<file path="src/rtl/dmem_access_unit.sv">
// dmem_access_unit
//   Turns single-cycle data-memory strobes from the control unit into req/ack
//   transactions on the data-memory port. It also owns the memory address
//   register (MAR) and the image row/column counters, and returns read data
//   to the datapath.
//
//   Transaction flow:
//     IDLE   --dmem_write--> WR_REQ   (write wins if read and write collide)
//     IDLE   --dmem_read --> RD_REQ
//     xx_REQ --mem_ack   --> IDLE
//   Address, write data and direction are captured on the strobe edge and
//   held unchanged for the whole request. Strobes that arrive while a
//   transaction is outstanding are dropped and flagged in err_overrun.
module dmem_access_unit #(
    parameter  int DATA_W   = 16,
    parameter  int ADDR_W   = 16,
    parameter  int IMG_COLS = 256,
    parameter  int IMG_ROWS = 256,
    localparam int ROW_W    = $clog2(IMG_ROWS),
    localparam int COL_W    = $clog2(IMG_COLS)
) (
    input  logic              clk,
    input  logic              reset,
    // Strobes from the control unit
    input  logic              dmem_read,
    input  logic              dmem_write,
    input  logic              mar_inc,
    input  logic              col_inc,
    input  logic              row_inc,
    input  logic              col_zero,
    input  logic              addr_sel,
    input  logic [DATA_W-1:0] wdata,
    // Data-memory port
    output logic              mem_req,
    output logic              mem_we,
    output logic [ADDR_W-1:0] mem_addr,
    output logic [DATA_W-1:0] mem_wdata,
    input  logic              mem_ack,
    input  logic [DATA_W-1:0] mem_rdata,
    // Datapath side
    output logic [DATA_W-1:0] rdata,
    output logic              rdata_valid,
    output logic              busy,
    output logic [ADDR_W-1:0] mar,
    output logic [ROW_W-1:0]  row,
    output logic [COL_W-1:0]  col,
    output logic              frame_done,
    output logic              err_overrun
);

    // Transaction FSM encoding
    localparam logic [1:0] IDLE   = 2'd0;
    localparam logic [1:0] RD_REQ = 2'd1;
    localparam logic [1:0] WR_REQ = 2'd2;

    // Last legal counter values, used for the wrap decisions
    localparam logic [COL_W-1:0] COL_LAST = COL_W'(IMG_COLS - 1);
    localparam logic [ROW_W-1:0] ROW_LAST = ROW_W'(IMG_ROWS - 1);

    // ------------------------------------------------------------------
    // State
    // ------------------------------------------------------------------
    logic [1:0]        state_q,  state_d;
    logic              we_q,     we_d;
    logic [ADDR_W-1:0] addr_q,   addr_d;
    logic [DATA_W-1:0] wdata_q,  wdata_d;
    logic [DATA_W-1:0] rdata_q,  rdata_d;
    logic              rvalid_q, rvalid_d;
    logic              err_q,    err_d;

    logic [ADDR_W-1:0] mar_q,    mar_d;
    logic [ROW_W-1:0]  row_q,    row_d;
    logic [COL_W-1:0]  col_q,    col_d;
    logic              frame_q,  frame_d;

    // Helper nets
    logic [ADDR_W-1:0] lin_addr;
    logic [ADDR_W-1:0] strobe_addr;
    logic              col_wrap;
    logic              row_step;
    logic              row_wrap;
    logic              strobe_any;

    // Image address row*IMG_COLS+col; modular arithmetic in ADDR_W gives the truncation for free
    always_comb begin
        lin_addr = ADDR_W'(row_q) * ADDR_W'(IMG_COLS) + ADDR_W'(col_q);
    end

    // Address captured on a strobe always uses the counters as they were before this edge
    always_comb begin
        strobe_addr = addr_sel ? lin_addr : mar_q;
        strobe_any  = dmem_read | dmem_write;
    end

    // Next-state logic for the transaction FSM, latched request fields, read data and error flag
    always_comb begin
        state_d  = state_q;
        we_d     = we_q;
        addr_d   = addr_q;
        wdata_d  = wdata_q;
        rdata_d  = rdata_q;
        rvalid_d = 1'b0;
        err_d    = err_q;

        case (state_q)
            IDLE: begin
                if (dmem_write) begin
                    // Write wins a read/write collision; the read is lost and flagged.
                    state_d = WR_REQ;
                    we_d    = 1'b1;
                    addr_d  = strobe_addr;
                    wdata_d = wdata;
                    if (dmem_read) begin
                        err_d = 1'b1;
                    end
                end else if (dmem_read) begin
                    state_d = RD_REQ;
                    we_d    = 1'b0;
                    addr_d  = strobe_addr;
                    wdata_d = wdata;
                end
            end

            RD_REQ: begin
                // Any new strobe while a read is outstanding is dropped.
                if (strobe_any) begin
                    err_d = 1'b1;
                end
                if (mem_ack) begin
                    state_d  = IDLE;
                    rdata_d  = mem_rdata;
                    rvalid_d = 1'b1;
                end
            end

            WR_REQ: begin
                if (strobe_any) begin
                    err_d = 1'b1;
                end
                if (mem_ack) begin
                    state_d = IDLE;
                end
            end

            default: begin
                state_d = IDLE;
            end
        endcase
    end

    // Next-state logic for MAR and the image row/column counters
    always_comb begin
        mar_d    = mar_q;
        col_d    = col_q;
        row_d    = row_q;
        frame_d  = 1'b0;

        // col_zero overrides col_inc, so a suppressed col_inc never carries into row.
        col_wrap = col_inc && !col_zero && (col_q == COL_LAST);
        // An explicit row_inc and a column carry in the same cycle are a single +1.
        row_step = row_inc || col_wrap;
        row_wrap = row_step && (row_q == ROW_LAST);

        if (mar_inc) begin
            mar_d = mar_q + 1'b1;
        end

        if (col_zero || col_wrap) begin
            col_d = '0;
        end else if (col_inc) begin
            col_d = col_q + 1'b1;
        end

        if (row_wrap) begin
            row_d   = '0;
            frame_d = 1'b1;
        end else if (row_step) begin
            row_d = row_q + 1'b1;
        end
    end

    // Transaction registers; reset abandons any outstanding request and clears read data
    always_ff @(posedge clk) begin
        if (reset) begin
            state_q  <= IDLE;
            we_q     <= 1'b0;
            addr_q   <= '0;
            wdata_q  <= '0;
            rdata_q  <= '0;
            rvalid_q <= 1'b0;
            err_q    <= 1'b0;
        end else begin
            state_q  <= state_d;
            we_q     <= we_d;
            addr_q   <= addr_d;
            wdata_q  <= wdata_d;
            rdata_q  <= rdata_d;
            rvalid_q <= rvalid_d;
            err_q    <= err_d;
        end
    end

    // Counter registers; they advance regardless of any transaction in flight
    always_ff @(posedge clk) begin
        if (reset) begin
            mar_q   <= '0;
            row_q   <= '0;
            col_q   <= '0;
            frame_q <= 1'b0;
        end else begin
            mar_q   <= mar_d;
            row_q   <= row_d;
            col_q   <= col_d;
            frame_q <= frame_d;
        end
    end

    // All outputs come straight from registers
    always_comb begin
        mem_req     = (state_q != IDLE);
        busy        = (state_q != IDLE);
        mem_we      = we_q;
        mem_addr    = addr_q;
        mem_wdata   = wdata_q;
        rdata       = rdata_q;
        rdata_valid = rvalid_q;
        err_overrun = err_q;
        mar         = mar_q;
        row         = row_q;
        col         = col_q;
        frame_done  = frame_q;
    end

endmodule

</file>
<file path="config.mk">
export PLATFORM = sky130hd
export DESIGN_NAME = dmem_access_unit
export DESIGN_NICKNAME = d
export VERILOG_FILES = /design/src/rtl/dmem_access_unit.sv
export SDC_FILE = /design/constraint.sdc
export NUM_CORES = 1
export LEC_CHECK = 0
export ABC_CLOCK_PERIOD_IN_PS = 5050
export CAP_MARGIN = 10
export CORE_ASPECT_RATIO = 0.5
export CORE_MARGIN = 1
export CORE_UTILIZATION = 25
export DETAILED_ROUTE_END_ITERATION = 6
export MAX_ROUTING_LAYER = met4
export SLEW_MARGIN = 20
export SYNTH_ARGS = -nofsm -noshare
export SYNTH_HDL_FRONTEND = slang
export SYNTH_SLANG_ARGS = --single-unit
</file>
<file path="constraint.sdc">
create_clock -name clk -period 5.05 [get_ports clk]
set_input_delay 1.01 -clock clk [delete_from_list [all_inputs] [get_ports clk]]
set_output_delay 1.01 -clock clk [all_outputs]
set_load 0.01 [all_outputs]
</file>
==> out/summary.txt, run 1 <==
#FFs+latches synth - 86
Violated checks - DRC
Final Hold Fails - 0
Most frequent cells in the layout - clkdlybuf4s50_1, dfxtp_1, nand2_1, nor2_1, a21oi_1
Clk buf depth - 2
First-pass GRT wire length - 14,500 um
Ys async rst share - 0
DRC - 1
EDFF count, synth - 0
Mean Syn Cell Area - 8.64 um2
Total number of vias - 3,102
DIE AREA - 0.0144 mm2
Antenna Nets Post-Route - 0
Layout cells sized above 1 - 0.0458
Global Route Usage Sum - 0.132
Final setup fails - 0
Initial antenna violation count - 0
Setup TNS - 0 ps
Core region area - 0.0136 mm2
Slew margin rel. - 0.316
Crit end category - primary output
Post-Syn Instances - 403
Ys Warns - 0
Max VDD drop - 0.160 mV
Drt total wl - 9260 um
Max Fclk - 0.355 GHz
ANT cells - 0
Post-CTS setup buffer count - 0
Fill cells - 1,393
Cell Rows - 30
Register-to-register setup slack - 2910 ps
I/O pin count - 128
Largest net degree at the start of global routing - 51
Synth cell types - 39
Vias/cell - 4.33
WP data arrival - 1810 ps
Crit Path Category - reg -> out
Post-CTS Hold Fix Bufs - 0
H-tree levels - 3
PwrDens - 312 mW/mm2
CTS tree - yes
Slowest stage cell, crit path - clkdlybuf4s50_1
Initial DRC count - 108
Post-synthesis net count - 450
Congestion Overflow GR - 0
Max Cap Violations - 0
Startpoint Class - flip-flop
CP cell instances - inv_1 -> ha_1 -> inv_1 -> clkdlybuf4s50_1
Total CTS buffers - 9
Detailed Place HPWL - 6530 um
Die Wd - 169 um
Most used cell along the critical path - inv_1
PortBufs - 127
Worst path required time - 4040 ps
Synthesis-to-layout area growth - 49.1%
Worst skew pair latency - 340 ps
Vias in the first global route - 2,771
Post-Syn Area - 0.00348 mm2
CTS Root Cell - clkbuf_16
Most common cell after layout, fill and taps aside - clkdlybuf4s50_1
Lkg Pwr - 1.86 nW
Worst slew pin tran - 1020 ps
HP Class - reg -> reg
Sequential share of the synthesized area - 0.494
Status - finished with violations
Crit-path max FO - 7
Initial DRT Pass Iterations - 6
CP max stage delay - 600 ps
Final Util - 0.382
Initial core utilization - 0.256
CTS sink count - 86
Post-route clock period utilization - 0.558
WL per Instance - 12.9 um
PostCTS Resize Cnt - 0
Worst-path clk slew - 60 ps
RD Place Congestion - 0.766
Clk_skew - 7.09 ps
Unrepaired setup endpoints after global routing - no
Final #Nets - 567
Synth Flop Type - dfxtp_1
Chip Height - 85.5 um
Max-slew violations - 0
Post-layout minimum cycle time - 2820 ps
==> sequential cells by signal, summed over array words and instances, names as in the netlist <==
signal and flops:
frame_done 1, mem_wdata 16, mar 16, mem_we 1, mem_addr 16, rdata 16
err_overrun 1, rdata_valid 1, row 8, state_q 2, col 8
==> per-layer routing <==
layer / GRT usage / up-vias / routed length (um)
li1: - / 1621 / -
met1: 0.155 / 1418 / 4360
met2: 0.225 / 50 / 4520
met3: 0.0294 / 13 / 237
met4: 0.0430 / 0 / 140
met5: - / - / 0
==> final timing paths <==
| check | from | depth (start not counted) | to |
|---|---|---|---|
| worst min register to register | rdata[7]$_SDFFE_PP0P_ | 2 | rdata[7]$_SDFFE_PP0P_ |
| worst min-delay path | rdata[7]$_SDFFE_PP0P_ | 2 | rdata[7]$_SDFFE_PP0P_ |
| worst max register to register | state_q[1]$_SDFFE_PP0P_ | 6 | mem_addr[13]$_SDFFE_PP0P_ |
| worst max-delay path | state_q[0]$_SDFFE_PP0P_ | 4 | mem_req |
==> metrics by stage <==
stage | setup WS [ps] | cell area (um2) | instances | power, W | hold slack (ps)
6_report | 2230 | 5190 | 716 | 0.00162 | 452
5_1_grt | 2070 | 5190 | 716 | 0.00170 | 469
4_1_cts | 2200 | 5190 | 716 | 0.00165 | 455
3_5_place_dp | 1910 | 4920 | 701 | 0.00102 | 447
3_3_place_gp | 1960 | 4920 | 701 | 0.00102 | 442
2_1_floorplan | 2770 | 3480 | 403 | 0.000879 | 454
==> critical path: cells and delay by family, from the launching register on <==
kind	cells	cell delay, ps
buffers and inverters	3	850
DFF	1	360
adders and majority gates	1	270
==> synthesized netlist by cell type (2+ instances only) <==
cell type | number | share of area
or3_1 | 3 | 0.0054
buf_1 | 3 | 0.0032
xnor2_1 | 8 | 0.020
nand3_1 | 6 | 0.0086
clkbuf_1 | 18 | 0.019
xor2_1 | 12 | 0.030
nand2_1 | 80 | 0.086
nand2b_1 | 3 | 0.0054
inv_1 | 7 | 0.0075
ha_1 | 5 | 0.018
nor2_1 | 48 | 0.052
and4_1 | 4 | 0.010
and3_1 | 4 | 0.0072
dfxtp_1 | 86 | 0.49
nand4_1 | 8 | 0.014
and2_1 | 2 | 0.0036
mux2i_1 | 18 | 0.052
a211oi_1 | 17 | 0.037
a21oi_1 | 43 | 0.062
o21ai_0 | 4 | 0.0057
o31ai_1 | 3 | 0.0065
or4_1 | 3 | 0.0065
a311oi_1 | 2 | 0.0050
==> logic make-up after synthesis <==
logic type	count (synthesis)	share of synthesized area
simple gates	165	0.208
flops	86	0.494
compound gates	78	0.141
buf+inv	30	0.0338
xor+xnor	20	0.0503
mux	19	0.0550
fa+ha+maj	5	0.0180
==> layout make-up <==
type                       instances  area [um2]  share of cell area
clock inverter                     5        35.0             0.00674
sequential                        86        1720               0.331
clock buffer                      10         239              0.0460
multi-input combinational        287        1650               0.318
tap                              192         240              0.0462
inverter                           7        26.3             0.00506
timing repair buffer             129        1280               0.247
==> power breakdown <==
part / internal, W / leakage (nW) / switching (W)
Combinational: 0.000135 / 1.02 / 0.000126
Sequential: 0.000718 / 0.701 / 0.0000226
Clock: 0.000345 / 0.135 / 0.000272
Note: power is estimated with default switching activity, not from simulation.
==> inputs of run 2 (changes only) <==
- ABC_CLOCK_PERIOD_IN_PS: 5050 -> 2500
- clock period: 5.05 -> 2.5 ns (I/O delays scaled with it)
==> out/summary.txt, run 2 (same netlist as run 1, synthesis figures left out) <==
WL met2 - 4660 um (+3.0%)
PortBufs - 127 (unchanged)
Die Wd - 169 um (unchanged)
Initial core utilization - 0.256 (unchanged)
Worst skew pair latency - 330 ps (about the same)
PwrDens - 646 mW/mm2 (+110%)
Worst slew pin tran - 614 ps (-410 ps)
Detailed Place HPWL - 6680 um (+2.4%)
Final Hold Fails - 0 (unchanged)
Lkg Pwr - 1.91 nW (+2.5%)
Synthesis-to-layout area growth - 51.5%
Crit Path Category - reg -> out
Setup TNS - 0 ps (unchanged)
Post-route clock period utilization - 0.923
Max-slew violations - 0 (unchanged)
DR top layer - met4
Max VDD drop - 0.319 mV (+99%)
Startpoint Class - flip-flop
CTS Root Cell - clkbuf_16
Initial DRC count - 103 (-4.6%)
CP max stage delay - 600 ps (about the same)
Layout cells sized above 1 - 0.0547 (+0.00892)
WP data arrival - 1810 ps (about the same)
Worst-path clk slew - 60 ps (about the same)
Vias in the first global route - 2,936 (+6.0%)
H-tree levels - 3 (unchanged)
DRT met1 WL - 4340 um (-0.34%)
Max Cap Violations - 0 (unchanged)
DR WL met3 - 222 um (-6.3%)
PostCTS Resize Cnt - 0 (unchanged)
Cell Rows - 30 (unchanged)
Final setup fails - 0 (unchanged)
Most used cell along the critical path - inv_1
Most common cell after layout, fill and taps aside - clkdlybuf4s50_1
Worst path required time - 2000 ps (-2040 ps)
RD Place Congestion - 0.727 (-5.1%)
Reg2reg start - col[0]$_SDFFE_PP0P_
Most frequent cells in the layout - clkdlybuf4s50_1, dfxtp_1, nand2_1, nor2_1, a21oi_1
Largest net degree at the start of global routing - 42 (-18%)
Antenna Nets Post-Route - 0 (unchanged)
Initial antenna violation count - 0 (unchanged)
HP Class - reg -> reg
DRC - 1 (unchanged)
DIE AREA - 0.0144 mm2 (unchanged)
Drt total wl - 9280 um (+0.18%)
Total number of vias - 3,132 (+0.97%)
Crit-path max FO - 7 (unchanged)
Total CTS buffers - 9 (unchanged)
CP top delay family - buffers and inverters
Clk buf depth - 2 (unchanged)
Post-CTS setup buffer count - 0 (unchanged)
Final Util - 0.388 (+0.00599)
Register-to-register setup slack - 520 ps (-2390 ps)
Worst path depth - 4 (unchanged)
Violated checks - DRC
Core region area - 0.0136 mm2 (unchanged)
Post-CTS Hold Fix Bufs - 0 (unchanged)
First-pass GRT wire length - 15,000 um (+3.9%)
ANT cells - 0 (unchanged)
Slew margin rel. - 0.590 (+0.274)
Congestion Overflow GR - 0 (unchanged)
Status - finished with violations
CTS tree - yes
WL per Instance - 12.9 um (-0.65%)
Crit end category - primary output
R2R cell count - 5 (-1)
Vias/cell - 4.34 (+0.13%)
Bufs and invs on worst path - 3 (unchanged)
Chip Height - 85.5 um (unchanged)
Unrepaired setup endpoints after global routing - no
Slowest stage cell, crit path - clkdlybuf4s50_1
CP cell instances - inv_1 -> ha_1 -> inv_1 -> clkdlybuf4s50_1
Post-Place Worst Slack - 173 ps (-1740 ps)
CTS sink count - 86 (unchanged)
Worst reg2reg endpoint - row[5]$_SDFFE_PP0P_
I/O pin count - 128 (unchanged)
Final #Nets - 574 (+1.2%)
Critical Path Start - state_q[0]$_SDFFE_PP0P_
Setup ws final - 191 ps (-2040 ps)
Initial DRT Pass Iterations - 6 (unchanged)
Clk_skew - 4.54 ps (-2.56 ps)
Max Fclk - 0.433 GHz
Worst Setup EP - mem_req
Post-layout minimum cycle time - 2310 ps
Global Route Usage Sum - 0.135 (+0.00282)
==> run 2: cell types whose count changed in the layout (fill, tap and decap cells not counted), sizes merged <==
cell	delta
inv	-1
clkinv	-1
bufinv	+2
buf	+7
clkinvlp	-1
==> run 2: worst register-to-register path, cell delays in order, from the launching register on <==
cell and delay (ps):
dfxtp_1 420, ha_1 220, nand3_2 100, o41a_1 510
or4_1 520, a21oi_1 140
==> run 2: area by class of cell <==
class | count | area [um2]
Inverter | 7 | 26.3
Timing Repair Buffer | 136 | 1330
Clock inverter | 4 | 73.8
Clock buffer | 10 | 229
Sequential cell | 86 | 1720
Fill cell | 1370 | 8310
Tap cell | 192 | 240
Multi-Input combinational cell | 287 | 1650
==> run 2: power by group <==
group	leakage, nW	internal [W]	switching [W]
combinational	1.06	0.000281	0.000256
sequential	0.701	0.00145	0.0000451
clock	0.148	0.000864	0.000514
==> run 2: per-layer routing <==
metal,GRT usage,up-vias
met2,0.229,40
met4,0.0397,0
li1,-,1636
met3,0.0271,4
met1,0.163,1452
met5,-,-
==> run 2: how the worst min path moves through the flow <==
stage | end | cells past startpoint | from | slack (ps)
floorplan | state_q[1]$_SDFFE_PP0P_ | 2 | state_q[1]$_SDFFE_PP0P_ | 450
global placement | mem_wdata[11]$_SDFFE_PP0P_ | 2 | mem_wdata[11]$_SDFFE_PP0P_ | 440
detailed placement | mem_we$_SDFFE_PP0P_ | 2 | mem_we$_SDFFE_PP0P_ | 450
CTS | mem_we$_SDFFE_PP0P_ | 2 | mem_we$_SDFFE_PP0P_ | 450
global route | mem_wdata[12]$_SDFFE_PP0P_ | 2 | mem_wdata[12]$_SDFFE_PP0P_ | 470
finish | mem_we$_SDFFE_PP0P_ | 2 | mem_we$_SDFFE_PP0P_ | 450
==> run 2: per-stage QoR <==
step | cell area (um2) | std cells | total power [W] | hold slack [ps]
6_report | 5280 | 722 | 0.00341 | 450
5_1_grt | 5280 | 722 | 0.00359 | 466
4_1_cts | 5280 | 722 | 0.00348 | 454
3_5_place_dp | 4970 | 708 | 0.00207 | 446
3_3_place_gp | 4970 | 708 | 0.00207 | 441
2_1_floorplan | 3480 | 403 | 0.00177 | 454
==> inputs of run 3 (changes only) <==
- CORE_UTILIZATION: 25 -> 40
- GPL_ROUTABILITY_DRIVEN: not set -> 0
- PLACE_DENSITY: not set -> 0.76
- TNS_END_PERCENT: not set -> 10
==> out/summary.txt, run 3 (same netlist as run 1, synthesis figures left out) <==
Status - complete, no violations
Crit Path Category - reg -> out
Die Wd - 134 um (-21%)
Total number of vias - 3,180 (+1.5%)
PwrDens - 628 mW/mm2 (-2.9%)
Clk buf depth - 2 (unchanged)
WHS Endpoint - mem_wdata[0]$_SDFFE_PP0P_
Max VDD drop - 0.361 mV (+13%)
DIE AREA - 0.00911 mm2 (-37%)
First-pass GRT wire length - 13,800 um (-8.3%)
Unrepaired setup endpoints after global routing - no
Final #Nets - 573 (-0.17%)
Initial core utilization - 0.423 (+0.167)
Post-CTS Hold Fix Bufs - 0 (unchanged)
Startpoint Class - flip-flop
Crit end category - primary output
Chip Height - 68.0 um (-20%)
WP data arrival - 1810 ps (about the same)
Total CTS buffers - 9 (unchanged)
Final Util - 0.625 (+0.236)
Post-layout minimum cycle time - 2310 ps (-1.12 ps)
Register-to-register setup slack - 450 ps (-70 ps)
Vias in the first global route - 2,815 (-4.1%)
Detailed Place HPWL - 6160 um (-7.8%)
WL per Instance - 13.6 um (+6.0%)
Post-CTS setup buffer count - 0 (unchanged)
Clk_skew - 6.04 ps (+1.51 ps)
Global Route Usage Sum - 0.201 (+0.0660)
Most common cell after layout, fill and taps aside - clkdlybuf4s50_1
Slew margin rel. - 0.598 (+0.00804)
Max Fclk - 0.433 GHz (about the same)
Worst hold start - mem_wdata[0]$_SDFFE_PP0P_
Cell Rows - 23 (-23%)
Worst skew pair latency - 330 ps (about the same)
DRC - 0 (-1)
Drt total wl - 8760 um (-5.6%)
Initial DRC count - 190 (+84%)
Crit-path max FO - 7 (unchanged)
Dpl cell area - 0.00488 mm2 (-1.9%)
Core region area - 0.00823 mm2 (-39%)
HP Class - reg -> reg
Final setup fails - 0 (unchanged)
Total power - 0.00323 W (-5.4%)
H-tree levels - 3 (unchanged)
Worst-path clk slew - 60 ps (about the same)
Max Cap Violations - 0 (unchanged)
I/O pin count - 128 (unchanged)
ANT cells - 0 (unchanged)
CTS Root Cell - clkbuf_16
Congestion Overflow GR - 0 (unchanged)
Vias/cell - 4.95 (+14%)
Worst path required time - 2000 ps (about the same)
Post-Layout Inst Area - 0.00514 mm2 (-2.6%)
Synthesis-to-layout area growth - 47.6%
PostCTS Resize Cnt - 0 (unchanged)
Hold Path Cell Cnt - 2 (unchanged)
Initial antenna violation count - 0 (unchanged)
CTS sink count - 86 (unchanged)
Setup TNS - 0 ps (unchanged)
Initial DRT Pass Iterations - 4 (-2)
Largest net degree at the start of global routing - 43 (+2.4%)
Antenna Nets Post-Route - 0 (unchanged)
Layout cells sized above 1 - 0.0490 (-0.00575)
Lkg Pwr - 1.88 nW (-1.1%)
PortBufs - 127 (unchanged)
Max-slew violations - 0 (unchanged)
Worst reg2reg endpoint - row[5]$_SDFFE_PP0P_
Final Hold Fails - 0 (unchanged)
R2R cell count - 5 (unchanged)
Worst slew pin tran - 603 ps (-10.6 ps)
WHS - 452 ps (+1.60 ps)
CTS tree - yes
Post-route clock period utilization - 0.923 (about the same)
Most frequent cells in the layout - clkdlybuf4s50_1, dfxtp_1, nand2_1, nor2_1, a21oi_1
Reg2reg start - col[0]$_SDFFE_PP0P_
==> run 3: cell count changes in the layout (fill, tap and decap cells not counted), sizes merged <==
cell    delta
buf        -1
bufinv     -2
clkbuf     +5
clkinv     -1
==> run 3: worst max-delay path by stage <==
stage / startpoint / to / slack, ps
4_1_cts: state_q[0]$_SDFFE_PP0P_ / busy / 170
5_1_grt: state_q[0]$_SDFFE_PP0P_ / mem_req / 100
3_3_place_gp: col_inc / row[5]$_SDFFE_PP0P_ / 190
3_5_place_dp: col_inc / row[7]$_SDFFE_PP0P_ / 180
2_1_floorplan: col[0]$_SDFFE_PP0P_ / row[4]$_SDFFE_PP0P_ / 570
6_report: state_q[0]$_SDFFE_PP0P_ / busy / 190
==> run 3: cell type report <==
class	instances	area, um2
fillers	725	3090
flip-flops and latches	86	1720
multi-input cells	287	1650
repair buffers	135	1340
clock buffers	15	258
well taps	112	140
inverters	7	26.3
clock inverters	1	5.00
==> run 3: worst max-delay path: stages (launching register included) <==
cell and delay, ps:
dfxtp_1 370, inv_1 60, ha_1 260, inv_1 210, clkdlybuf4s50_1 580
==> run 3: power breakdown <==
group | internal (W) | switching, W | leakage, nW | total (W)
clock network | 0.000700 | 0.000491 | 0.128 | 0.00119
logic | 0.000285 | 0.000252 | 1.06 | 0.000537
registers | 0.00145 | 0.0000476 | 0.701 | 0.00150
==> run 3: per-stage QoR <==
step | instances | setup slack [ps]
floorplan | 403 | 572
global placement | 627 | 191
detailed placement | 627 | 176
CTS | 643 | 174
global route | 643 | 103
finish | 643 | 192
==> run 3: layer usage <==
layer / wire [um] / vias up / GRT usage / share of wire
li1: - / 1634 / - / -
met1: 4080 / 1464 / 0.246 / 0.47
met2: 4210 / 72 / 0.326 / 0.48
met3: 383 / 10 / 0.0607 / 0.044
met4: 87 / 0 / 0.0554 / 0.0099
met5: 0 / - / - / 0
